`src/rtl/arm_pipe_pkg.sv`:
```
// Shared types and constants for the fetch/decode slice of the ARM pipeline.
package arm_pipe_pkg;

    localparam int unsigned INSTR_W = 32;

    localparam logic [INSTR_W-1:0] DEFAULT_RESET_PC = 32'h0000_0000;
    localparam logic [INSTR_W-1:0] PC_STEP          = 32'd4;

    typedef enum logic [1:0] {
        F_IDLE,
        F_REQ,
        F_DRAIN
    } fetch_state_t;

    // One prefetched instruction together with the address it came from.
    typedef struct packed {
        logic [INSTR_W-1:0] pc;
        logic [INSTR_W-1:0] instr;
    } fetch_entry_t;

    // Clears the byte-offset bits of an address.
    function automatic logic [INSTR_W-1:0] word_align(input logic [INSTR_W-1:0] addr);
        return addr & ~32'h3;
    endfunction

endpackage

```
`src/rtl/issue_fetch_if.sv`:
```
// Instruction-memory bus and decode handshake between the issuer and its neighbours.
interface issue_fetch_if;
    import arm_pipe_pkg::*;

    logic               imem_req;
    logic [INSTR_W-1:0] imem_addr;
    logic               imem_ack;
    logic [INSTR_W-1:0] imem_rdata;
    logic [INSTR_W-1:0] instr_out;
    logic [INSTR_W-1:0] instr_pc_out;
    logic               ready_out;
    logic               trigger_in;

    // Issuer side.
    modport master (
        output imem_req, imem_addr, instr_out, instr_pc_out, ready_out,
        input  imem_ack, imem_rdata, trigger_in
    );

    // Memory / decode side.
    modport slave (
        input  imem_req, imem_addr, instr_out, instr_pc_out, ready_out,
        output imem_ack, imem_rdata, trigger_in
    );

endinterface

```
`src/rtl/prefetch_fifo.sv`:
```
// DEPTH-entry synchronous FIFO of {pc, instr} pairs with a flush input.
module prefetch_fifo
    import arm_pipe_pkg::*;
#(
    parameter int unsigned DEPTH = 2
) (
    input  logic                  clk,
    input  logic                  reset,
    input  logic                  clr,
    input  logic                  push,
    input  fetch_entry_t          push_data,
    input  logic                  pop,
    output logic [$clog2(DEPTH):0] count,
    output fetch_entry_t          head
);

    localparam int unsigned PTR_W = $clog2(DEPTH);
    localparam logic [PTR_W:0] FULL_C = (PTR_W+1)'(DEPTH);

    fetch_entry_t     mem_q [DEPTH];
    logic [PTR_W-1:0] wr_ptr_q;
    logic [PTR_W-1:0] rd_ptr_q;
    logic [PTR_W:0]   count_q;
    logic             do_push;
    logic             do_pop;

    assign do_push = push && !clr && (count_q != FULL_C);
    assign do_pop  = pop  && !clr && (count_q != '0);

    // Pointer and occupancy bookkeeping; a flush empties the queue in one cycle.
    always_ff @(posedge clk) begin
        if (reset || clr) begin
            wr_ptr_q <= '0;
            rd_ptr_q <= '0;
            count_q  <= '0;
        end else begin
            if (do_push) wr_ptr_q <= wr_ptr_q + 1'b1;
            if (do_pop)  rd_ptr_q <= rd_ptr_q + 1'b1;
            case ({do_push, do_pop})
                2'b10:   count_q <= count_q + 1'b1;
                2'b01:   count_q <= count_q - 1'b1;
                default: count_q <= count_q;
            endcase
        end
    end

    // Entry storage; contents need no reset because occupancy gates every read.
    always_ff @(posedge clk) begin
        if (do_push) mem_q[wr_ptr_q] <= push_data;
    end

    assign head  = mem_q[rd_ptr_q];
    assign count = count_q;

endmodule

```
`src/rtl/issue_fetch.sv`:
```
// Sequential instruction fetcher with prefetch queue and toggle-handshake issue to decode.
module issue_fetch
    import arm_pipe_pkg::*;
#(
    parameter int unsigned        DEPTH    = 2,
    parameter logic [INSTR_W-1:0] RESET_PC = DEFAULT_RESET_PC
) (
    input  logic               clk,
    input  logic               reset,
    issue_fetch_if.master      bus,
    input  logic               branch_valid,
    input  logic [INSTR_W-1:0] branch_target,
    output logic               proto_err
);

    localparam int unsigned CNT_W = $clog2(DEPTH) + 1;
    localparam logic [CNT_W-1:0] DEPTH_C = CNT_W'(DEPTH);

    fetch_state_t       state_q, state_d;
    logic [INSTR_W-1:0] pc_q, pc_d;
    logic [INSTR_W-1:0] addr_q, addr_d;
    logic               req_q, req_d;

    logic [INSTR_W-1:0] instr_q, instr_d;
    logic [INSTR_W-1:0] ipc_q, ipc_d;
    logic               ready_q, ready_d;
    logic               perr_q, perr_d;

    logic               sync1_q, sync2_q, sync3_q;
    logic               trig_edge;

    logic               fifo_push;
    logic               fifo_pop;
    logic [CNT_W-1:0]   fifo_count;
    fetch_entry_t       fifo_head;
    fetch_entry_t       push_data;

    assign push_data = '{pc: pc_q, instr: bus.imem_rdata};
    assign trig_edge = sync2_q ^ sync3_q;

    prefetch_fifo #(
        .DEPTH (DEPTH)
    ) u_fifo (
        .clk       (clk),
        .reset     (reset),
        .clr       (branch_valid),
        .push      (fifo_push),
        .push_data (push_data),
        .pop       (fifo_pop),
        .count     (fifo_count),
        .head      (fifo_head)
    );

    // Two-flop synchronizer for the decode toggle plus a history flop for edge detection.
    always_ff @(posedge clk) begin
        if (reset) begin
            sync1_q <= bus.trigger_in;
            sync2_q <= bus.trigger_in;
            sync3_q <= bus.trigger_in;
        end else begin
            sync1_q <= bus.trigger_in;
            sync2_q <= sync1_q;
            sync3_q <= sync2_q;
        end
    end

    // Fetch FSM next-state: one outstanding request at a time, drained on redirect.
    always_comb begin
        state_d   = state_q;
        pc_d      = pc_q;
        addr_d    = addr_q;
        req_d     = req_q;
        fifo_push = 1'b0;
        case (state_q)
            F_IDLE: begin
                // Stay idle on a redirect so the next request goes to the new target.
                if (!branch_valid && (fifo_count < DEPTH_C)) begin
                    state_d = F_REQ;
                    addr_d  = pc_q;
                    req_d   = 1'b1;
                end
            end
            F_REQ: begin
                if (branch_valid) begin
                    // An ack coinciding with the redirect already retires the request.
                    if (bus.imem_ack) begin
                        state_d = F_IDLE;
                        req_d   = 1'b0;
                    end else begin
                        state_d = F_DRAIN;
                    end
                end else if (bus.imem_ack) begin
                    fifo_push = 1'b1;
                    pc_d      = pc_q + PC_STEP;
                    req_d     = 1'b0;
                    state_d   = F_IDLE;
                end
            end
            F_DRAIN: begin
                if (bus.imem_ack) begin
                    req_d   = 1'b0;
                    state_d = F_IDLE;
                end
            end
            default: begin
                state_d = F_IDLE;
                req_d   = 1'b0;
            end
        endcase
        if (branch_valid) pc_d = word_align(branch_target);
    end

    // Fetch FSM and PC registers.
    always_ff @(posedge clk) begin
        if (reset) begin
            state_q <= F_IDLE;
            pc_q    <= RESET_PC;
            addr_q  <= RESET_PC;
            req_q   <= 1'b0;
        end else begin
            state_q <= state_d;
            pc_q    <= pc_d;
            addr_q  <= addr_d;
            req_q   <= req_d;
        end
    end

    // Presentation next-state: load the head when idle, pop on a consume edge, flush on redirect.
    always_comb begin
        instr_d  = instr_q;
        ipc_d    = ipc_q;
        ready_d  = ready_q;
        perr_d   = perr_q;
        fifo_pop = 1'b0;
        if (branch_valid) begin
            ready_d = 1'b0;
        end else if (trig_edge && ready_q) begin
            fifo_pop = 1'b1;
            ready_d  = 1'b0;
        end else begin
            if (trig_edge) perr_d = 1'b1;
            if (!ready_q && (fifo_count != '0)) begin
                instr_d = fifo_head.instr;
                ipc_d   = fifo_head.pc;
                ready_d = 1'b1;
            end
        end
    end

    // Presentation registers toward decode.
    always_ff @(posedge clk) begin
        if (reset) begin
            instr_q <= '0;
            ipc_q   <= '0;
            ready_q <= 1'b0;
            perr_q  <= 1'b0;
        end else begin
            instr_q <= instr_d;
            ipc_q   <= ipc_d;
            ready_q <= ready_d;
            perr_q  <= perr_d;
        end
    end

    assign bus.imem_req     = req_q;
    assign bus.imem_addr    = addr_q;
    assign bus.instr_out    = instr_q;
    assign bus.instr_pc_out = ipc_q;
    assign bus.ready_out    = ready_q;
    assign proto_err        = perr_q;

endmodule

```
`src/flat_wrapper.sv`:
```
// flat-port wrapper written by rule: the top's interface ports become plain ports
module issue_fetch_flat import arm_pipe_pkg::*;
#(
    parameter int unsigned        DEPTH    = 2,
    parameter logic [INSTR_W-1:0] RESET_PC = DEFAULT_RESET_PC
)
  (clk, reset, branch_valid, branch_target, proto_err, bus_imem_req, bus_imem_addr, bus_instr_out, bus_instr_pc_out, bus_ready_out, bus_imem_ack, bus_imem_rdata, bus_trigger_in);
  issue_fetch_if bus_i ();
  input  logic clk;
  input  logic reset;
  input  logic branch_valid;
  input  logic [INSTR_W-1:0] branch_target;
  output logic proto_err;
  output wire logic [$bits(bus_i.imem_req)-1:0] bus_imem_req;
  output wire logic [$bits(bus_i.imem_addr)-1:0] bus_imem_addr;
  output wire logic [$bits(bus_i.instr_out)-1:0] bus_instr_out;
  output wire logic [$bits(bus_i.instr_pc_out)-1:0] bus_instr_pc_out;
  output wire logic [$bits(bus_i.ready_out)-1:0] bus_ready_out;
  input wire logic [$bits(bus_i.imem_ack)-1:0] bus_imem_ack;
  input wire logic [$bits(bus_i.imem_rdata)-1:0] bus_imem_rdata;
  input wire logic [$bits(bus_i.trigger_in)-1:0] bus_trigger_in;
  assign bus_imem_req = bus_i.imem_req;
  assign bus_imem_addr = bus_i.imem_addr;
  assign bus_instr_out = bus_i.instr_out;
  assign bus_instr_pc_out = bus_i.instr_pc_out;
  assign bus_ready_out = bus_i.ready_out;
  assign bus_i.imem_ack = bus_imem_ack;
  assign bus_i.imem_rdata = bus_imem_rdata;
  assign bus_i.trigger_in = bus_trigger_in;
  issue_fetch #(.DEPTH(DEPTH), .RESET_PC(RESET_PC)) u_core (.clk(clk), .reset(reset), .bus(bus_i), .branch_valid(branch_valid), .branch_target(branch_target), .proto_err(proto_err));
endmodule
```
`config.mk`:
```
export PLATFORM = sky130hd
export DESIGN_NAME = issue_fetch_flat
export DESIGN_NICKNAME = d
export VERILOG_FILES = /design/src/rtl/arm_pipe_pkg.sv /design/src/rtl/issue_fetch_if.sv /design/src/rtl/prefetch_fifo.sv /design/src/rtl/issue_fetch.sv /design/src/flat_wrapper.sv
export SDC_FILE = /design/constraint.sdc
export NUM_CORES = 1
export LEC_CHECK = 0
export CORE_MARGIN = 1
export CORE_UTILIZATION = 30
export DETAILED_ROUTE_END_ITERATION = 8
export HOLD_SLACK_MARGIN = 0.06
export SYNTH_ARGS = -nofsm -noshare
export SYNTH_HDL_FRONTEND = slang
export SYNTH_SLANG_ARGS = --single-unit
export TNS_END_PERCENT = 30
```
`constraint.sdc`:
```
create_clock -name clk -period 8.75 [get_ports clk]
set_input_delay 1.75 -clock clk [delete_from_list [all_inputs] [get_ports clk]]
set_output_delay 1.75 -clock clk [all_outputs]
set_load 0.1 [all_outputs]
```
---- Yosys cells after proc, flatten, opt, wreduce, memory -nomap -nowiden ----
Memory sizes are Yosys's and may differ from the RTL's. A register that Yosys moved wholly into a read port is not among the register bits.
Cells that the tools add are included.
word-level totals
  RAM bits ................................ 128
  logic and storage cells ................. 75
  register bits ........................... 76
  memories ................................ 1
memory list
  name                 depth  width  read ports  clocked after memory_dff  write ports  RTL line             source
  u_core.u_fifo.mem_q  2      64     1           1                         1            prefetch_fifo.sv:20  fetch_entry_t mem_q [DEPTH];
operators by class
  bitwise operators ....................... 3
  magnitude comparators ................... 1
  muxes and demuxes ....................... 21
  equal/unequal tests ..................... 7
  reductions and logical operators ........ 24
  add/sub/neg operators ................... 5
operators with widths
  operator                                                number
  2-to-1 mux 32 bit                                       3
  adder 32 x 3 -> 32 bit (second input constant)          1
  2-to-1 mux 1 bit                                        11
  2-to-1 mux 2 bit                                        4
  AND reduction 2 bit                                     4
  nonzero test 2 bit                                      4
  logical AND 1 bit                                       7
  one-hot mux 2 bit (3 select lines)                      1
  AND reduction 3 bit                                     2
  == test 2 x 1 -> 1 bit (second input constant)          2
  == test 2 bit (second input constant)                   2
  inequality test 2 x 1 -> 1 bit (second input constant)  2
  one-hot mux 2 bit (2 select lines)                      1
  OR reduction 2 bit                                      2
  OR reduction 3 bit                                      1
  adder 1 bit (second input constant)                     2
  adder 2 x 1 -> 2 bit (second input constant)            1
  logical NOT 1 bit                                       2
  logical NOT 2 bit                                       1
  less-than comparator 2 bit (second input constant)      1
  inequality test 2 bit (second input constant)           1
  inverter 1 bit                                          2
  one-hot mux 1 bit (2 select lines)                      1
  subtractor 2 x 1 -> 2 bit (second input constant)       1
  2 further kinds                                         2

---- Logic depth before layout (Yosys ltp) ----
  word-level depth ........................ 8
  gate-level depth with buffers ........... 10
  depth with buffers taken out ............ 9

---- Hierarchy ----
A second synthesis with hierarchy kept.
second synthesis, totals
  cells, all modules ...................... 903
  area total of the unflattened synthesis .. 10232.3 um^2
by module, submodules not included
  module         area each (um^2)  cells each  instances
  issue_fetch    5393.9            678         1
  prefetch_fifo  4838.4            225         1

---- Worst setup path before layout ----
Ideal clock, no wire load.
  kind .................................... input -> register
  start point ............................. input branch_valid
  end point ............................... memory u_core.u_fifo.mem_q[0][0] (netlist name) (enable)
  buffers on the path ..................... 2
  path slack .............................. 3167 ps
  data arrival time ....................... 5101 ps
  library setup time ...................... 482 ps
  stages on the path ...................... 5
  path through ............................ clkbuf_1 clkbuf_1 nor3_1 inv_1 nor2_1
between the ends
  word-level cells in the longest chain between the ends .. 6
RTL lines
  element                                   RTL line             source
  start: declaration                        flat_wrapper.sv:11   input logic branch_valid;
  2-to-1 mux 1 bit                          issue_fetch.sv:84    if (branch_valid) begin
  2-to-1 mux 1 bit                          issue_fetch.sv:74    case (state_q)
  logical AND 1 bit * (2 in a row)          prefetch_fifo.sv:27  assign do_push = push && !clr && (count_q != FULL_C);
  2-to-1 mux 1 bit *                        prefetch_fifo.sv:49  if (do_push) mem_q[wr_ptr_q] <= push_data;
  2-to-1 mux 1 bit (implied by the code) *  prefetch_fifo.sv:49
  end: declaration                          prefetch_fifo.sv:20
Mark *: on every way between the ends. The rest lies on a longest branch, timed or not.

---- Final worst setup path ----
  start point ............................. input branch_valid
  end point ............................... register u_core.instr_q[14], in the netlist u_core.bus.instr_out[14]
between the ends
  word-level cells in the longest chain between the ends .. 2
RTL lines
  element                        RTL line            source
  inverter 1 bit (no line)       n/a
  AND reduction 3 bit (no line)  n/a
  end signal: assignment         issue_fetch.sv:158  instr_q <= instr_d;
  end: declaration               issue_fetch.sv:24   logic [INSTR_W-1:0] instr_q, instr_d;
Every way passes these cells.
A chain may end at the register's enable or synchronous reset.

==> impl_metrics.yaml <==
run_status:
  status: "finished, final reports clean"
synth:
  syn_inst: 817
  yosys_warnings: 0
  synth_top_area_share: 0.382
  synthFlopType: "dfxtp_1"
  syn_avg_cell_area_um2: 11.9
  seq_area_frac_synth: 0.658
  yosys.area.top_type: "edfxtp_1"
  netlist_top_cells_area: "edfxtp_1 (38%), dfxtp_1 (28%), mux2i_1 (6.4%)"
  synthArstFlopShare: 0
  ys_seq_elements: 258
  synth_cell_type_count: 45
  syn_area_um2: 9740
  synth_edf_count: 124
worst_setup_path:
  critPathLaunchType: "input port"
  crit_fanout: 94
  r2r_cells: 6
  end_kind: "flop"
  crit_type: "in -> reg"
  cp.required_ps: 9180
  arrival_ps: 4410
power:
  power_frac_comb: 0.080
  swShare: 0.237
  pwr-share-clk: 0.426
  p_switching_uw: 635
  vdd_drop_max_mv: 0.132
  p_int_uw: 2050
  power.density_nw_per_um2: 213
  power_leakage_uw: 0.00395
  seqPwrFrac: 0.494
grt:
  top_usage_layer: "met2"
  use_met1: 0.183
  grt_overflow: 0
  grt_max_degree: 95
  antenna_found_initial: 0
  met2_usage: 0.212
  grt_util_met3: 0.0273
  grt.total_usage: 0.133
  grt_pass1_vias: 6305
  grt_pass1_wl_um: 35100
clock_tree:
  cts_hold_buf: 0
  numCtsBuffers: 28
  cts_resized: 0
  clockBufferDepth: 3
  clk_latency_ps: 530
  cts-root-buf: "clkbuf_16"
  cts_setup_buffers: 0
  htreeDepth: 1
  clock-sinks: 258
  clk_pin_slew_ps: 60
  cts_tree: "built"
timing:
  finalHoldViolCount: 0
  tightestPinTransition_ps: 1100
  fmax_ghz: 0.252
  skew_ps: 8.20
  setup_tns_ps: 0
  finalSetupViolCount: 0
  fin_crit_ps: 3970
  rsz0062_at_grt: "no"
  fin_crit_sh: 0.454
  slew_headroom: 0.266
  slew_viol_final: 0
placement:
  place_inst: 1329
  port_buffers: 161
  dp_hpwl_um: 14400
  post_dp_cell_area_um2: 11700
  place_congestion: 0.806
floorplan:
  die_h_um: 182
  ios: 168
  coreArea_um2: 31700
  start_util: 0.307
  die_w_um: 182
  die-area_um2: 33200
  num_rows: 65
final_layout:
  regArea_um2: 6410
  final_util: 0.397
  num-fill-cells: 3037
  n_antenna_cell: 0
  multi_input_area_um2: 3070
  final_nets: 1032
  final_common_cell: "clkdlybuf4s50_1"
  most-common-layout-cells: "clkdlybuf4s50_1 (160), dfxtp_1 (133), edfxtp_1 (124)"
  instances_no_fill: 1381
  drive_gt1_frac: 0.0572
  fin_area_um2: 12600
  syn_to_final_growth_pct: 29.3
route:
  vias_per_cell: 4.79
  drt_iter0_drc: 357
  first_pass_iters: 6
  vias: 6621
  drt-total-wl_um: 22500
  drc: 0
  wl_per_cell_um: 16.3
  postRouteAntennaNets: 0
worst_hold_path:
  hold_depth: 2
  min_path_type: "reg -> reg"
job:
  drv_cap: 0
-- final timing paths --
check,from,to,slack [ps]
worst max-delay path,branch_valid,u_core.bus.instr_out[14],4780
worst min-delay path,u_core.sync1_q,u_core.sync2_q,440
worst max register to register,u_core.state_q[0],u_core.u_fifo.mem_q[0][28],6000
worst min register to register,u_core.sync1_q,u_core.sync2_q,440
-- cell type report --
cell class	count	area share
Sequential cell	258	0.509
Tap cell	402	0.0399
Multi-Input combinational cell	488	0.244
Clock buffer	36	0.0621
Clock inverter	16	0.00984
Inverter	14	0.00417
Timing Repair Buffer	167	0.131
-- per-layer routing --
layer  part of all wire  routed length [µm]
met5                  0                   0
met4              0.022                 497
met3              0.053                1180
met2               0.45               10000
met1               0.48               10800
-- worst max-delay path, stage by stage --
cell	delay (ps)
clkdlybuf4s50_1	720
nor2_1	290
o21a_4	390
buf_4	790
nor2_1	120
a211oi_1	260
-- power by group through the flow --
stage	logic, µW	clock network (µW)	registers, µW
6_report	215	1140	1320
5_1_grt	229	1230	1330
4_1_cts	217	1180	1320
3_5_place_dp	216	0	1350
3_3_place_gp	214	0	1350
2_1_floorplan	71.6	0	1420
-- cell families (layout without fill, tap and decap cells) --
logic type / Yosys count / after routing / synth area share
mux: 62 / 62 / 0.0637
other cells: 1 / 4 / 0.000385
compound gates: 160 / 160 / 0.114
xor+xnor: 17 / 17 / 0.0153
fa+ha+maj: 6 / 6 / 0.00771
buf+inv: 74 / 233 / 0.0306
flops: 258 / 258 / 0.658
simple gates: 239 / 239 / 0.111
-- registers in the layout, indices dropped and copies added, names as in the netlist --
signal,count
u_core.bus.imem_addr,30
u_core.bus.imem_req,1
u_core.bus.instr_out,32
u_core.bus.instr_pc_out,30
u_core.bus.ready_out,1
u_core.pc_q,30
u_core.proto_err,1
u_core.state_q,2
u_core.sync1_q,1
u_core.sync2_q,1
u_core.sync3_q,1
u_core.u_fifo.count,2
u_core.u_fifo.mem_q,124
u_core.u_fifo.rd_ptr_q,1
u_core.u_fifo.wr_ptr_q,1
-- metrics by stage --
stage | power [µW] | hold WS [ps] | setup slack [ps]
final | 2680 | 436 | 4780
after detailed placement | 1570 | 433 | 4260
after CTS | 2720 | 441 | 4760
after global placement | 1560 | 435 | 4300
after global routing | 2790 | 462 | 4510
after floorplan | 1490 | 415 | 3170
-- cells in the mapped netlist, types with 2 or more instances --
master,count
a211oi_1,75
a21oi_1,37
a311oi_1,13
a31oi_1,3
and2_1,2
and3_1,5
and4_1,5
buf_1,15
buf_2,4
buf_4,4
clkbuf_1,37
dfxtp_1,134
edfxtp_1,124
ha_1,6
inv_1,14
mux2i_1,62
nand2_1,79
nand3_1,13
nand4_1,7
nor2_1,94
nor3_1,8
nor4_1,7
o211ai_1,2
o21ai_0,11
o221a_2,2
o31ai_1,8
or3_1,7
or4_1,7
xnor2_1,9
xor2_1,8
Power figures use the tool's default switching activity.
